File: src/rtl/sr_cmd_driver.sv
// rtl/sr_cmd_driver.sv - request-to-pulse command driver for a clocked SR flop
//
// Purpose: takes target-level requests over a valid/ready handshake and turns
// them into timed, never-overlapping s/r pulses. It keeps a mirror of the
// flop's q, skips requests that would not change q (unless forced), and flags
// any disagreement between the flop's q feedback and the mirror.
//
// Ports:
//   clk        in   1  clock, all logic on posedge
//   rst_n      in   1  asynchronous active-low reset
//   req_valid  in   1  request present
//   req_ready  out  1  driver can accept (IDLE and out of reset)
//   req_level  in   1  desired flop q (1 -> {s,r}=01, 0 -> {s,r}=10)
//   req_force  in   1  pulse even when req_level already equals q_mirror
//   fb_q       in   1  q fed back from the driven flop
//   s, r       out  1  registered flop controls
//   q_mirror   out  1  expected flop q
//   busy       out  1  a pulse or gap is in progress
//   cmd_count  out  8  issued (non-skipped) commands, wraps
//   mismatch   out  1  sticky fb_q != q_mirror seen while IDLE
module sr_cmd_driver #(
  parameter int PULSE_LEN = 1,
  parameter int GAP_LEN   = 1,
  parameter bit INIT_Q    = 1'b1
) (
  input  logic       clk,
  input  logic       rst_n,
  input  logic       req_valid,
  output logic       req_ready,
  input  logic       req_level,
  input  logic       req_force,
  input  logic       fb_q,
  output logic       s,
  output logic       r,
  output logic       q_mirror,
  output logic       busy,
  output logic [7:0] cmd_count,
  output logic       mismatch
);

  typedef enum logic [1:0] {
    ST_IDLE  = 2'd0,
    ST_PULSE = 2'd1,
    ST_GAP   = 2'd2
  } state_t;

  // The down-counter is loaded with length-1 so that reaching zero marks the
  // last cycle of the phase.
  localparam logic [7:0] PULSE_LAST = 8'(PULSE_LEN - 1);
  localparam logic [7:0] GAP_LAST   = (GAP_LEN > 0) ? 8'(GAP_LEN - 1) : 8'd0;

  state_t     state_q, state_d;
  logic [7:0] cnt_q, cnt_d;
  logic       s_q, s_d;
  logic       r_q, r_d;
  logic       q_mirror_q, q_mirror_d;
  logic [7:0] cmd_count_q, cmd_count_d;
  logic       mismatch_q, mismatch_d;

  assign req_ready = (state_q == ST_IDLE) && rst_n;

  always_comb begin
    state_d     = state_q;
    cnt_d       = cnt_q;
    s_d         = s_q;
    r_d         = r_q;
    q_mirror_d  = q_mirror_q;
    cmd_count_d = cmd_count_q;
    mismatch_d  = mismatch_q;

    case (state_q)
      ST_IDLE: begin
        // Feedback is only trusted while no pulse is in flight.
        if (fb_q != q_mirror_q) begin
          mismatch_d = 1'b1;
        end
        if (req_valid && req_ready && (req_force || (req_level != q_mirror_q))) begin
          state_d     = ST_PULSE;
          cnt_d       = PULSE_LAST;
          s_d         = ~req_level;
          r_d         = req_level;
          q_mirror_d  = req_level;
          cmd_count_d = cmd_count_q + 8'd1;
        end
      end

      ST_PULSE: begin
        if (cnt_q == 8'd0) begin
          s_d = 1'b0;
          r_d = 1'b0;
          if (GAP_LEN == 0) begin
            state_d = ST_IDLE;
          end else begin
            state_d = ST_GAP;
            cnt_d   = GAP_LAST;
          end
        end else begin
          cnt_d = cnt_q - 8'd1;
        end
      end

      ST_GAP: begin
        if (cnt_q == 8'd0) begin
          state_d = ST_IDLE;
        end else begin
          cnt_d = cnt_q - 8'd1;
        end
      end

      default: begin
        state_d = ST_IDLE;
        s_d     = 1'b0;
        r_d     = 1'b0;
      end
    endcase
  end

  always_ff @(posedge clk or negedge rst_n) begin
    if (!rst_n) begin
      state_q     <= ST_IDLE;
      cnt_q       <= 8'd0;
      s_q         <= 1'b0;
      r_q         <= 1'b0;
      q_mirror_q  <= INIT_Q;
      cmd_count_q <= 8'd0;
      mismatch_q  <= 1'b0;
    end else begin
      state_q     <= state_d;
      cnt_q       <= cnt_d;
      s_q         <= s_d;
      r_q         <= r_d;
      q_mirror_q  <= q_mirror_d;
      cmd_count_q <= cmd_count_d;
      mismatch_q  <= mismatch_d;
    end
  end

  assign s         = s_q;
  assign r         = r_q;
  assign q_mirror  = q_mirror_q;
  assign busy      = (state_q != ST_IDLE);
  assign cmd_count = cmd_count_q;
  assign mismatch  = mismatch_q;

endmodule

File: config.mk
export PLATFORM = sky130hd
export DESIGN_NAME = sr_cmd_driver
export DESIGN_NICKNAME = d
export VERILOG_FILES = /design/src/rtl/sr_cmd_driver.sv
export SDC_FILE = /design/constraint.sdc
export NUM_CORES = 1
export LEC_CHECK = 0
export ABC_AREA = 1
export CAP_MARGIN = 10
export CORE_ASPECT_RATIO = 1.5
export CORE_MARGIN = 2
export CORE_UTILIZATION = 52
export DETAILED_ROUTE_END_ITERATION = 16
export DONT_BUFFER_PORTS = 1
export PLACE_DENSITY_LB_ADDON = 0.3
export SETUP_SLACK_MARGIN = 0.1
export SYNTH_ARGS = -nofsm -noshare
export SYNTH_HDL_FRONTEND = slang
export SYNTH_SLANG_ARGS = --single-unit
File: constraint.sdc
create_clock -name clk -period 1.8 [get_ports clk]
set_input_delay 0.18 -clock clk [delete_from_list [all_inputs] [get_ports clk]]
set_output_delay 0.18 -clock clk [all_outputs]
set_load 0.005 [all_outputs]
==> Word-level counts from Yosys, hierarchy flattened <==
Cells that the tools add are included.
{ "word_totals": {"reg_bits": 22, "latchBits": 0, "ramBits": 0, "rom_bits": 0, "n_memories": 0} }
{ "classes": {"addsub": 2, "mul": 0, "div": 0, "magnitude_cmp": 0, "eq_ne": 8, "shifts": 0, "mux": 13, "bitwise": 2, "n_reduce_logical": 13} }
{ "op_table": {"columns": ["op", "count"], "rows": [
  ["$mux W8", 3],
  ["$pmux W8 S3", 1],
  ["$reduce_and A3 Y1", 3],
  ["$add A8 B1 Y8 const B", 1],
  ["$logic_not A8 Y1", 1],
  ["$sub A8 B1 Y8 const B", 1],
  ["$mux W2", 3],
  ["$ne A2 B2 Y1 const B", 3],
  ["$pmux W1 S3", 2],
  ["$pmux W2 S3", 1],
  ["$reduce_and A2 Y1", 2],
  ["$logic_and A1 B1 Y1", 3],
  ["$mux W1", 3],
  ["$reduce_bool A3 Y1", 1],
  ["$eq A2 B1 Y1 const B", 1],
  ["$eq A2 B2 Y1 const B", 1],
  ["$logic_not A2 Y1", 1],
  ["$ne A1 B1 Y1", 2],
  ["$ne A2 B1 Y1 const B", 1],
  ["$not A1 Y1", 2],
  ["$reduce_bool A2 Y1", 1],
  ["$logic_or A1 B1 Y1", 1]
]} }

==> Longest topological paths before layout <==
Gate-level depths: netlist of the first run.
{ "depth": {"depth_word": 6, "ltp_mapped": 10, "mapped_depth_nobuf": 10} }

==> Least setup slack after synthesis of the first run <==
No wires, ideal clock.
{ "synth_path": {"path_kind": "reg2reg", "start": "register state_q[0]", "end": "register cnt_q[3]", "setup_time_ps": 117, "arrival_ps": 1341, "t_required_ps": 1683, "path_slack_ps": 342, "stages_incl_launch_ff": 10, "path_buffers": 0, "synth_period_minus_slack_ps": 1458, "cell_sequence": "dfrtp_1 > inv_1 > ha_1 > nand2_2 > nor2_4 > a21oi_4 > nor2_8 > inv_4 > nand2_1 > nand2_1"} }
{ "synth_between": {"elab_chain_cells": 6, "elab_cells_between_ends": 11, "classes_between": "eq/ne: 4; mux: 1; reduce/logical: 6"} }
{ "synth_lines": {"columns": ["item", "line_no", "rtl"], "rows": [
  ["start, declared", "52", "state_t state_q, state_d;"],
  ["start signal, assigned", "128", "state_q <= state_d;"],
  ["$logic_not A2 Y1", "60, 71", null],
  ["$logic_and A1 B1 Y1", "60", "assign req_ready = (state_q == ST_IDLE) && rst_n;"],
  ["$logic_and A1 B1 Y1 (2 in a row)", "77", "if (req_valid && req_ready && (req_force || (req_level != q_mirror_q))) begin"],
  ["$ne A2 B1 Y1 (no source line)", null, null],
  ["$reduce_and A3 Y1 (no source line)", null, null],
  ["end signal, assigned", "129", "cnt_q <= cnt_d;"],
  ["end, declared", "53", "logic [7:0] cnt_q, cnt_d;"]
]} }
Parallel ways exist; a longest one is shown, timed or not.
A chain may end at the register's enable or synchronous reset.

==> Final worst setup path of the first run <==
{ "layout_path": {"start": "register state_q[1]", "end": "register cnt_q[4]"} }
The elaborated chain is that of the path after synthesis.

==> results.toml, run 1 <==
[worst_setup_path]
worstPathRequired_ns = 2.00
worst_setup_path_end_kind = "flip-flop"
cp-start-kind = "flip-flop"
worstPathArrival_ns = 1.74
r2r_slack_ns = 0.26
path_max_fanout = 9
reg2regPathDepth = 9
crit_type = "reg2reg"

[yosys]
synth_top_cell_area_share_pct = 39.9
ys_warn_count = 0
synth_top_cell_by_area = "dfrtp_1"
ys_seq_area_share_pct = 41.9
synth.distinct_cells = 27
syn_nets = 166
synth_seq_cells = 22
synth_area_sq_um = 1320
avgSynthCellArea_sq_um = 8.60
synth_area_leaders = "dfrtp_1 (40%), nand2_1 (12%), ha_1 (6.7%), xnor2_1 (4.7%), xor2_1 (4.7%)"
syn_inst = 153

[power_and_ir_drop]
irDropWorstVdd_v = 0.000963
leakagePower_nw = 0.723
p_per_area_nw_per_um2 = 1740

[place]
gp_congestion = 0.877
io_buffers = 0
dp_hpwl_mm = 1.73

[outcome]
status = "finished, final reports clean"

[timing]
period_needed_ns = 1.54
setup_tns_ns = 0
period_share_pct = 85.5
rsz0062_at_grt = "false"
relSlewSlack_pct = 35.4
clock_skew_ns = 0.00314
hold_viol_final = 0
fmax_ghz = 0.650
fin_hold_ws_ns = 0.0214
drv_slew = 0
finalSetupViolations = 0
worst_pin_slew_ns = 0.965

[die]
io_pins = 20
initial_utilization_pct = 54.3
core_area_sq_um = 2420
fp.dieArea_sq_um = 2960
fp-row-count = 22
die_x_microns = 45.1
die_h_microns = 65.6

[cts]
cts_max_path_buffers = 2
cts_tree = "yes"
cts_sinks = 22
clkLatencyLatePin_ns = 0.30
h-tree-depth = 1
root_buffer = "clkbuf_4"
cts_buffers = 3
post_cts_buffers = 0
clkTransAtPathRegs_ns = 0.12

[job]
drv_cap = 0

[global_routing]
grt_pass1_wl_mm = 3.71
antenna_found_initial = 0
grt_max_degree = 23
first_global_vias = 852
grt_overflow = 0
groute.usage.overall_pct = 16.7

[final_layout]
drive_gt1_share_pct = 15.7
fillers = 214
synthToLayoutAreaGrowth_pct = 6.75
diodes = 0
fin_nets = 173

[route]
via_per_inst = 5.25
routed_wl_mm = 2.28
drt-initial-drc-count = 19
ant_nets = 0
wl_per_cell_microns = 12.5
drc = 0
vias = 960
firstDrtPassIters = 4

[worst_hold_path]
hold_depth = 2
min_path_type = "in2reg"
critical path: stages, from the launching register on:
cell and delay (ns):
dfrtp_1 0.42, inv_1 0.17, ha_4 0.19, nand2_2 0.07, nor2_4 0.14, a21oi_4 0.09, nor2_8 0.15, inv_4 0.07
nand2_1 0.06, nand2_1 0.06
registers in the layout (all words and copies together), names as in the netlist:
name       count
mismatch       1
cmd_count      8
cnt_q          8
state_q        2
r              1
q_mirror       1
s              1
through the flow:
stage                     worst slack (ns)  cells  power [mW]  utilization, %  area, sq um
final                                0.261    183        2.44            58.0         1410
after global routing                 0.116    183        2.67            58.0         1410
after CTS                            0.151    183        2.43            57.5         1390
after detailed placement             0.159    177        2.18            55.6         1350
after global placement               0.241    177        2.14            55.6         1350
after floorplan                      0.342    153        1.94               -         1320
per-layer routing:
layer | vias up | global-route usage (%) | wire (microns)
met4 | 0 | 5.51 | 38
li1 | 488 | - | -
met3 | 4 | 3.02 | 71
met1 | 448 | 20.2 | 920
met5 | - | 0 | 0
met2 | 20 | 28.9 | 1250
cells in the final DEF, fill, tap and decap left out, drive strengths merged:
| master | instances |
|---|---|
| nand3 | 13 |
| dfstp | 1 |
| nand2 | 47 |
| a21oi | 4 |
| nor3 | 2 |
| o21ai | 5 |
| ha | 7 |
| nor2 | 15 |
| xor2 | 7 |
| clkbuf | 4 |
| inv | 20 |
| clkinv | 1 |
| nand3b | 1 |
| xnor2 | 7 |
| o22ai | 1 |
| o21bai | 1 |
| dfrtp | 21 |
| dlygate4sd3 | 2 |
power by group:
| part | total, mW | switching [mW] | leakage [nW] | internal, mW |
|---|---|---|---|---|
| Combinational | 1.35 | 0.839 | 0.425 | 0.516 |
| Clock | 0.229 | 0.142 | 0.0150 | 0.0864 |
| Sequential | 0.856 | 0.181 | 0.283 | 0.674 |
| Total | 2.44 | 1.16 | 0.723 | 1.28 |
kinds of logic after synthesis:
family	count (synthesis)	share of synthesized area (%)
XOR/XNOR	14	9.32
buffers and inverters	21	6.27
AO/OA/AOI/OAI	11	6.46
AND/OR/NAND/NOR	78	29.4
adder cells (fa/ha/maj)	7	6.65
flip-flops	22	41.9
Yosys cell counts, drive strengths merged:
master,count
nor2,15
o21ai,5
o22ai,1
dfstp,1
xnor2,7
nand3,13
a21oi,4
nor3,2
ha,7
inv,20
dfrtp,21
o21bai,1
clkinv,1
nand2,47
xor2,7
nand3b,1
worst paths after layout:
| check | from | endpoint |
|---|---|---|
| min reg2reg | cnt_q[0]$_DFFE_PN0P_ | cnt_q[0]$_DFFE_PN0P_ |
| min | req_level | r$_DFFE_PN0P_ |
| max | state_q[1]$_DFFE_PN0P_ | cnt_q[4]$_DFFE_PN0P_ |
| min in group asynchronous | rst_n | cmd_count[3]$_DFFE_PN0P_ |
| max in group asynchronous | rst_n | cmd_count[5]$_DFFE_PN0P_ |
| max reg2reg | state_q[1]$_DFFE_PN0P_ | cnt_q[4]$_DFFE_PN0P_ |
cell type report:
type | instances | area, sq um | area share [%]
well taps | 24 | 30.0 | 2.14
repair buffers | 2 | 20.0 | 1.42
inverters | 21 | 82.6 | 5.88
flip-flops and latches | 22 | 552 | 39.3
multi-input cells | 110 | 694 | 49.4
clock buffers | 4 | 26.3 | 1.87
repair_timing:
item                                    4_1_cts  5_1_grt
endpoints found under the setup margin        0       15
hold buffers                                  2        0
resized for setup                             0        2
endpoints found under the hold margin        23        0
Power figures use the tool's default switching activity.
==> run 2, diff against run 1 <==
--- a/config.mk
+++ b/config.mk
@@ -5,7 +5,6 @@
 export SDC_FILE = /design/constraint.sdc
 export NUM_CORES = 1
 export LEC_CHECK = 0
-export ABC_AREA = 1
 export CAP_MARGIN = 10
 export CORE_ASPECT_RATIO = 1.5
 export CORE_MARGIN = 2
==> run 2 against run 1 <==
Net effect:
- combinational power grew 48%
- fmax shrank 13%
- sequential cell count is the same
- core utilization grew 11 points
- first-iteration DRC count shrank 16%
==> results.toml, run 2 <==
[worst_setup_path]
worstPathArrival_ns = 1.99
worst_setup_path_end_kind = "flip-flop"
cp-start-kind = "flip-flop"
worstPathRequired_ns = 2.02
crit_type = "reg2reg"
path_max_fanout = 6

[global_routing]
first_global_vias = 1073
grt_max_degree = 23
use_met2_pct = 42.9
use_met3_pct = 2.79
grt-busiest-layer = "met2"
met1_usage_pct = 21.0
groute.usage.overall_pct = 21.7
grt_overflow = 0
grt_pass1_wl_mm = 4.66
antenna_found_initial = 0

[cts]
cts_sinks = 22
root_buffer = "clkbuf_4"
h-tree-depth = 1
cts_tree = "yes"
clkTransAtPathRegs_ns = 0.13
cts_max_path_buffers = 2
cts_buffers = 3
clkLatencyLatePin_ns = 0.31

[timing]
hold_viol_final = 0
fmax_ghz = 0.563
clock_skew_ns = 0.00725
rsz0062_at_grt = "true"
relSlewSlack_pct = 32.8
fin_ws_ns = 0.0238
worst_pin_slew_ns = 1.00
finalSetupViolations = 0
drv_slew = 0
period_needed_ns = 1.78
period_share_pct = 98.7

[final_layout]
diodes = 0
fin_nets = 160
drive_gt1_share_pct = 36.3
synthToLayoutAreaGrowth_pct = 28.7
fillers = 188
layout_common_cells = "dfrtp_1 (21), buf_4 (21), inv_1 (7), nor2_1 (7)"
regArea_sq_um = 552
multiInputGateArea_sq_um = 801

[yosys]
synth_area_leaders = "dfrtp_1 (41%), ha_1 (6.8%), xor2_1 (4.1%), inv_1 (2.9%), a32o_1 (2.3%)"
synth-compound-area-share_pct = 18.8
synth.distinct_cells = 39
synth_top_family_by_area = "compound AO/OA/AOI/OAI gates"
avgSynthCellArea_sq_um = 10.5
synth_area_sq_um = 1280
ys_top_cells_by_count = "dfrtp_1 (21), inv_1 (10), ha_1 (7), nor2_1 (7)"
synthMuxAreaShare_pct = 3.71
synthXorXnorAreaFrac_pct = 6.15
yosysMostFrequentCell = "dfrtp_1"
ys_seq_area_share_pct = 43.0
synth_top_cell_by_area = "dfrtp_1"
ys_warn_count = 0
syn_inst = 122
synth-simple-area-share_pct = 16.9
synth_edf_count = 0
async_reset_ff_share_pct = 100
synthAdderAreaFrac_pct = 6.83
syn_nets = 135
yosys_most_used_dff = "dfrtp_1"
synth_seq_cells = 22
synth_top_cell_area_share_pct = 41.0

[die]
io_pins = 20
initial_utilization_pct = 53.6
core_area_sq_um = 2390
die_x_microns = 44.6
die_h_microns = 64.8
fp-row-count = 22
fp.dieArea_sq_um = 2890

[route]
vias = 1045
drt-initial-drc-count = 16
routed_wl_mm = 2.90
wl_per_cell_microns = 17.0
via_per_inst = 6.15
drc = 0
ant_nets = 0
firstDrtPassIters = 4

[worst_hold_path]
min_path_type = "in2reg"

[power_and_ir_drop]
irDropWorstVdd_v = 0.000981
leakagePower_nw = 0.763
p_per_area_nw_per_um2 = 1960
p_total_mw = 3.23

[place]
place_ws_ns = 0.00647
io_buffers = 0
dp_hpwl_mm = 2.00
gp_congestion = 0.816

[job]
drv_cap = 0

[outcome]
status = "finished, final reports clean"
-- run 2: changes by cell type in the layout (fill, tap and decap cells not counted), sizes merged, moves of 4 or more --
cell    delta
nand3      -7
inv       -10
nand2     -43
xnor2      -4
nor2       -8
buf       +21
o211ai     +4
nor3       +4
-- run 2: worst max-delay path, stage by stage (launching register included) --
cell and delay, ns:
dfrtp_1 0.45, ha_4 0.18, or4_4 0.50, o21ai_4 0.23
o211ai_1 0.13, a32o_1 0.20
-- run 2: layout make-up --
cell class | instances | area share (%)
Clock buffer | 3 | 1.36
Clock inverter | 1 | 1.82
Inverter | 10 | 2.27
Multi-Input combinational cell | 87 | 48.5
Sequential cell | 22 | 33.4
Tap cell | 24 | 1.82
Timing Repair Buffer | 23 | 10.8
-- run 2: routing by layer --
metal  part of all wire [%]  routed length (microns)
met3                    3.9                      112
met4                    1.3                       38
met5                      0                        0
met1                     36                     1050
met2                     59                     1690
-- run 2: final timing paths --
kind,from,to,slack (ns),cells past startpoint
max,state_q[1]$_DFFE_PN0P_,cnt_q[5]$_DFFE_PN0P_,0.02,5
min,fb_q,mismatch$_DFFE_PN0P_,0.11,2
max reg2reg,state_q[1]$_DFFE_PN0P_,cnt_q[5]$_DFFE_PN0P_,0.02,5
min reg2reg,mismatch$_DFFE_PN0P_,mismatch$_DFFE_PN0P_,0.51,1
max in group asynchronous,rst_n,cnt_q[2]$_DFFE_PN0P_,0.72,1
min in group asynchronous,rst_n,cnt_q[3]$_DFFE_PN0P_,0.46,1
-- run 2: cell families after synthesis --
family                     Yosys count
and+or+nand+nor                     36
AOI/OAI and AO/OA                   31
DFF                                 22
buffers and inverters               13
xor gates and xnor gates             9
adders and majority gates            7
muxes                                4
-- run 2: report_power, final --
group / switching [mW] / leakage, nW / internal [mW]
clock network: 0.156 / 0.0279 / 0.225
logic: 0.982 / 0.454 / 1.01
registers: 0.205 / 0.281 / 0.651
-- run 2: stage by stage --
stage | hold WS (ns) | utilization [%] | setup TNS (ns) | cell area (sq um) | instances
finish | 0.106 | 68.9 | 0 | 1650 | 170
global route | 0.124 | 68.9 | -0.128 | 1650 | 170
CTS | 0.0997 | 64.5 | 0 | 1550 | 166
detailed placement | -0.115 | 59.5 | 0 | 1430 | 156
global placement | -0.115 | 59.5 | 0 | 1430 | 156
floorplan | -0.116 | - | 0 | 1320 | 122
-- run 2: repair_timing --
action                                  CTS  global route
endpoints found under the setup margin   13            13
resized for setup                         7            13
cloned                                    0             0
endpoints found under the hold margin    23             0
setup buffers                             4             4
pin swaps                                 2             8
hold buffers                              2             0
==> run 3, diff against run 2 <==
--- a/config.mk
+++ b/config.mk
@@ -11,7 +11,7 @@
 export CORE_UTILIZATION = 52
 export DETAILED_ROUTE_END_ITERATION = 16
 export DONT_BUFFER_PORTS = 1
-export PLACE_DENSITY_LB_ADDON = 0.3
+export PLACE_DENSITY = 0.67
 export SETUP_SLACK_MARGIN = 0.1
 export SYNTH_ARGS = -nofsm -noshare
 export SYNTH_HDL_FRONTEND = slang
==> run 3 against run 2 <==
Net effect:
- global-route usage increased by 0.25 points
- first-iteration DRC count increased by 13%
- hold slack got worse by 0.0083 ns
- cell area decreased by 0.68%
- sequential power decreased by 2%
- setup slack improved by 0.0024 ns
- sequential share of layout area increased by 0.23 points
- die area unchanged
- critical path type unchanged
- critical endpoint is now cnt_q[7]$_DFFE_PN0P_
==> results.toml, run 3 (synthesis gave the netlist of run 2 again) <==
[power_and_ir_drop]
irDropWorstVdd_v = 0.00101
seqPwrFrac_pct = 26.3
clkPwrFrac_pct = 8.8
leakagePower_nw = 0.758
p_switching_mw = 1.35
switching_share_pct = 42.5
combPwrFrac_pct = 64.8
p_total_mw = 3.19
p_int_mw = 1.84
p_per_area_nw_per_um2 = 1950

[global_routing]
grt_pass1_wl_mm = 4.66
antenna_found_initial = 0
grt_overflow = 0
first_global_vias = 1077
grt_max_degree = 23
groute.usage.overall_pct = 22.0

[worst_setup_path]
crit_end = "cnt_q[7]$_DFFE_PN0P_"
crit_slowest_cell = "or4_4"
reg2regPathDepth = 5
cp_top_family = "compound AO/OA/AOI/OAI gates"
startpoint = "state_q[1]$_DFFE_PN0P_"
rr_startpoint = "state_q[1]$_DFFE_PN0P_"
worstPathRequired_ns = 2.02
worst_setup_path_end_kind = "flip-flop"
r2r_end = "cnt_q[7]$_DFFE_PN0P_"
critPathBufInv = 0
cp-start-kind = "flip-flop"
r2r_slack_ns = 0.03
cp_cell_sequence = "ha_4 -> or4_4 -> o21ai_4 -> o211ai_1 -> a32o_1"
cp_slowest_stage_delay_ns = 0.50
worstPathArrival_ns = 2.00
path_depth = 5
path_max_fanout = 6
crit_type = "reg2reg"

[final_layout]
drive_gt1_share_pct = 36.6
final_util_pct = 68.4
fin_nets = 159
diodes = 0
synthToLayoutAreaGrowth_pct = 27.8
layout_common_cells = "dfrtp_1 (21), buf_4 (20), nor2_1 (7)"
layout_commonest_cell = "dfrtp_1"

[route]
ant_nets = 0
firstDrtPassIters = 3
drt-initial-drc-count = 18
wl_per_cell_microns = 16.6
vias = 1031
routed_wl_mm = 2.80
drc = 0
via_per_inst = 6.10

[cts]
cts_buffers = 3
cts_sinks = 22
clkTransAtPathRegs_ns = 0.12
cts_max_path_buffers = 2
clkLatencyLatePin_ns = 0.32
h-tree-depth = 1
root_buffer = "clkbuf_4"
cts_tree = "yes"

[worst_hold_path]
hp-start = "fb_q"
min_path_type = "in2reg"

[place]
place_ws_ns = 0.0109
dp_hpwl_mm = 2.01
gp_congestion = 0.792
io_buffers = 0

[timing]
clock_skew_ns = 0.00125
period_needed_ns = 1.77
hold_viol_final = 0
relSlewSlack_pct = 34.4
period_share_pct = 98.5
setup_tns_ns = 0
rsz0062_at_grt = "true"
finalSetupViolations = 0
fin_ws_ns = 0.0262
worst_pin_slew_ns = 0.980
fin_hold_ws_ns = 0.0978
fmax_ghz = 0.564
drv_slew = 0

[die]
die_h_microns = 64.8
fp.dieArea_sq_um = 2890
io_pins = 20
die_x_microns = 44.6
fp-row-count = 22
initial_utilization_pct = 53.6
core_area_sq_um = 2390

[job]
drv_cap = 0

[outcome]
status = "finished, final reports clean"
run 3: power groups by stage:
stage	clock network [mW]	logic [mW]	registers, mW
after floorplan	0	1.25	0.831
after global placement	0	1.65	0.848
after detailed placement	0	1.69	0.851
after CTS	0.290	1.81	0.841
after global routing	0.301	2.26	0.870
final	0.282	2.07	0.841
run 3: layout make-up:
| cell class | instances | area (sq um) |
|---|---|---|
| clock buffer | 4 | 36.3 |
| inverter | 10 | 37.5 |
| multi-input combinational | 87 | 813 |
| sequential | 22 | 552 |
| timing repair buffer | 22 | 170 |
| tap | 24 | 30.0 |
| fill | 183 | 756 |
run 3: timing repair:
action / CTS / global route
cloned: 0 / 0
buffers inserted: 4 / 2
pin swaps: 3 / 7
endpoints found under the hold margin: 23 / 0
gates resized for setup: 8 / 14
hold buffers: 2 / 0
setup endpoints to repair: 12 / 14
run 3: layer usage:
metal,up-vias,part of all wire [%],GRT usage (%),wire [microns]
met2,13,60,41.1,1690
met4,0,1.9,10.2,52
met5,-,0,0,0
met1,522,35,22.3,980
met3,5,2.7,3.34,75
li1,491,-,-,-
run 3: worst min-delay path by stage:
stage | endpoint | slack [ns] | cells past startpoint
2_1_floorplan | cmd_count[0]$_DFFE_PN0P_ | -0.12 | 0
3_3_place_gp | cnt_q[7]$_DFFE_PN0P_ | -0.11 | 0
3_5_place_dp | cnt_q[7]$_DFFE_PN0P_ | -0.11 | 0
4_1_cts | mismatch$_DFFE_PN0P_ | 0.09 | 2
5_1_grt | mismatch$_DFFE_PN0P_ | 0.10 | 2
6_report | mismatch$_DFFE_PN0P_ | 0.1 | 2
run 3: metrics by stage:
step,cell area [sq um],instances
floorplan,1320,122
global placement,1430,157
detailed placement,1430,157
CTS,1540,167
global route,1640,169
finish,1640,169
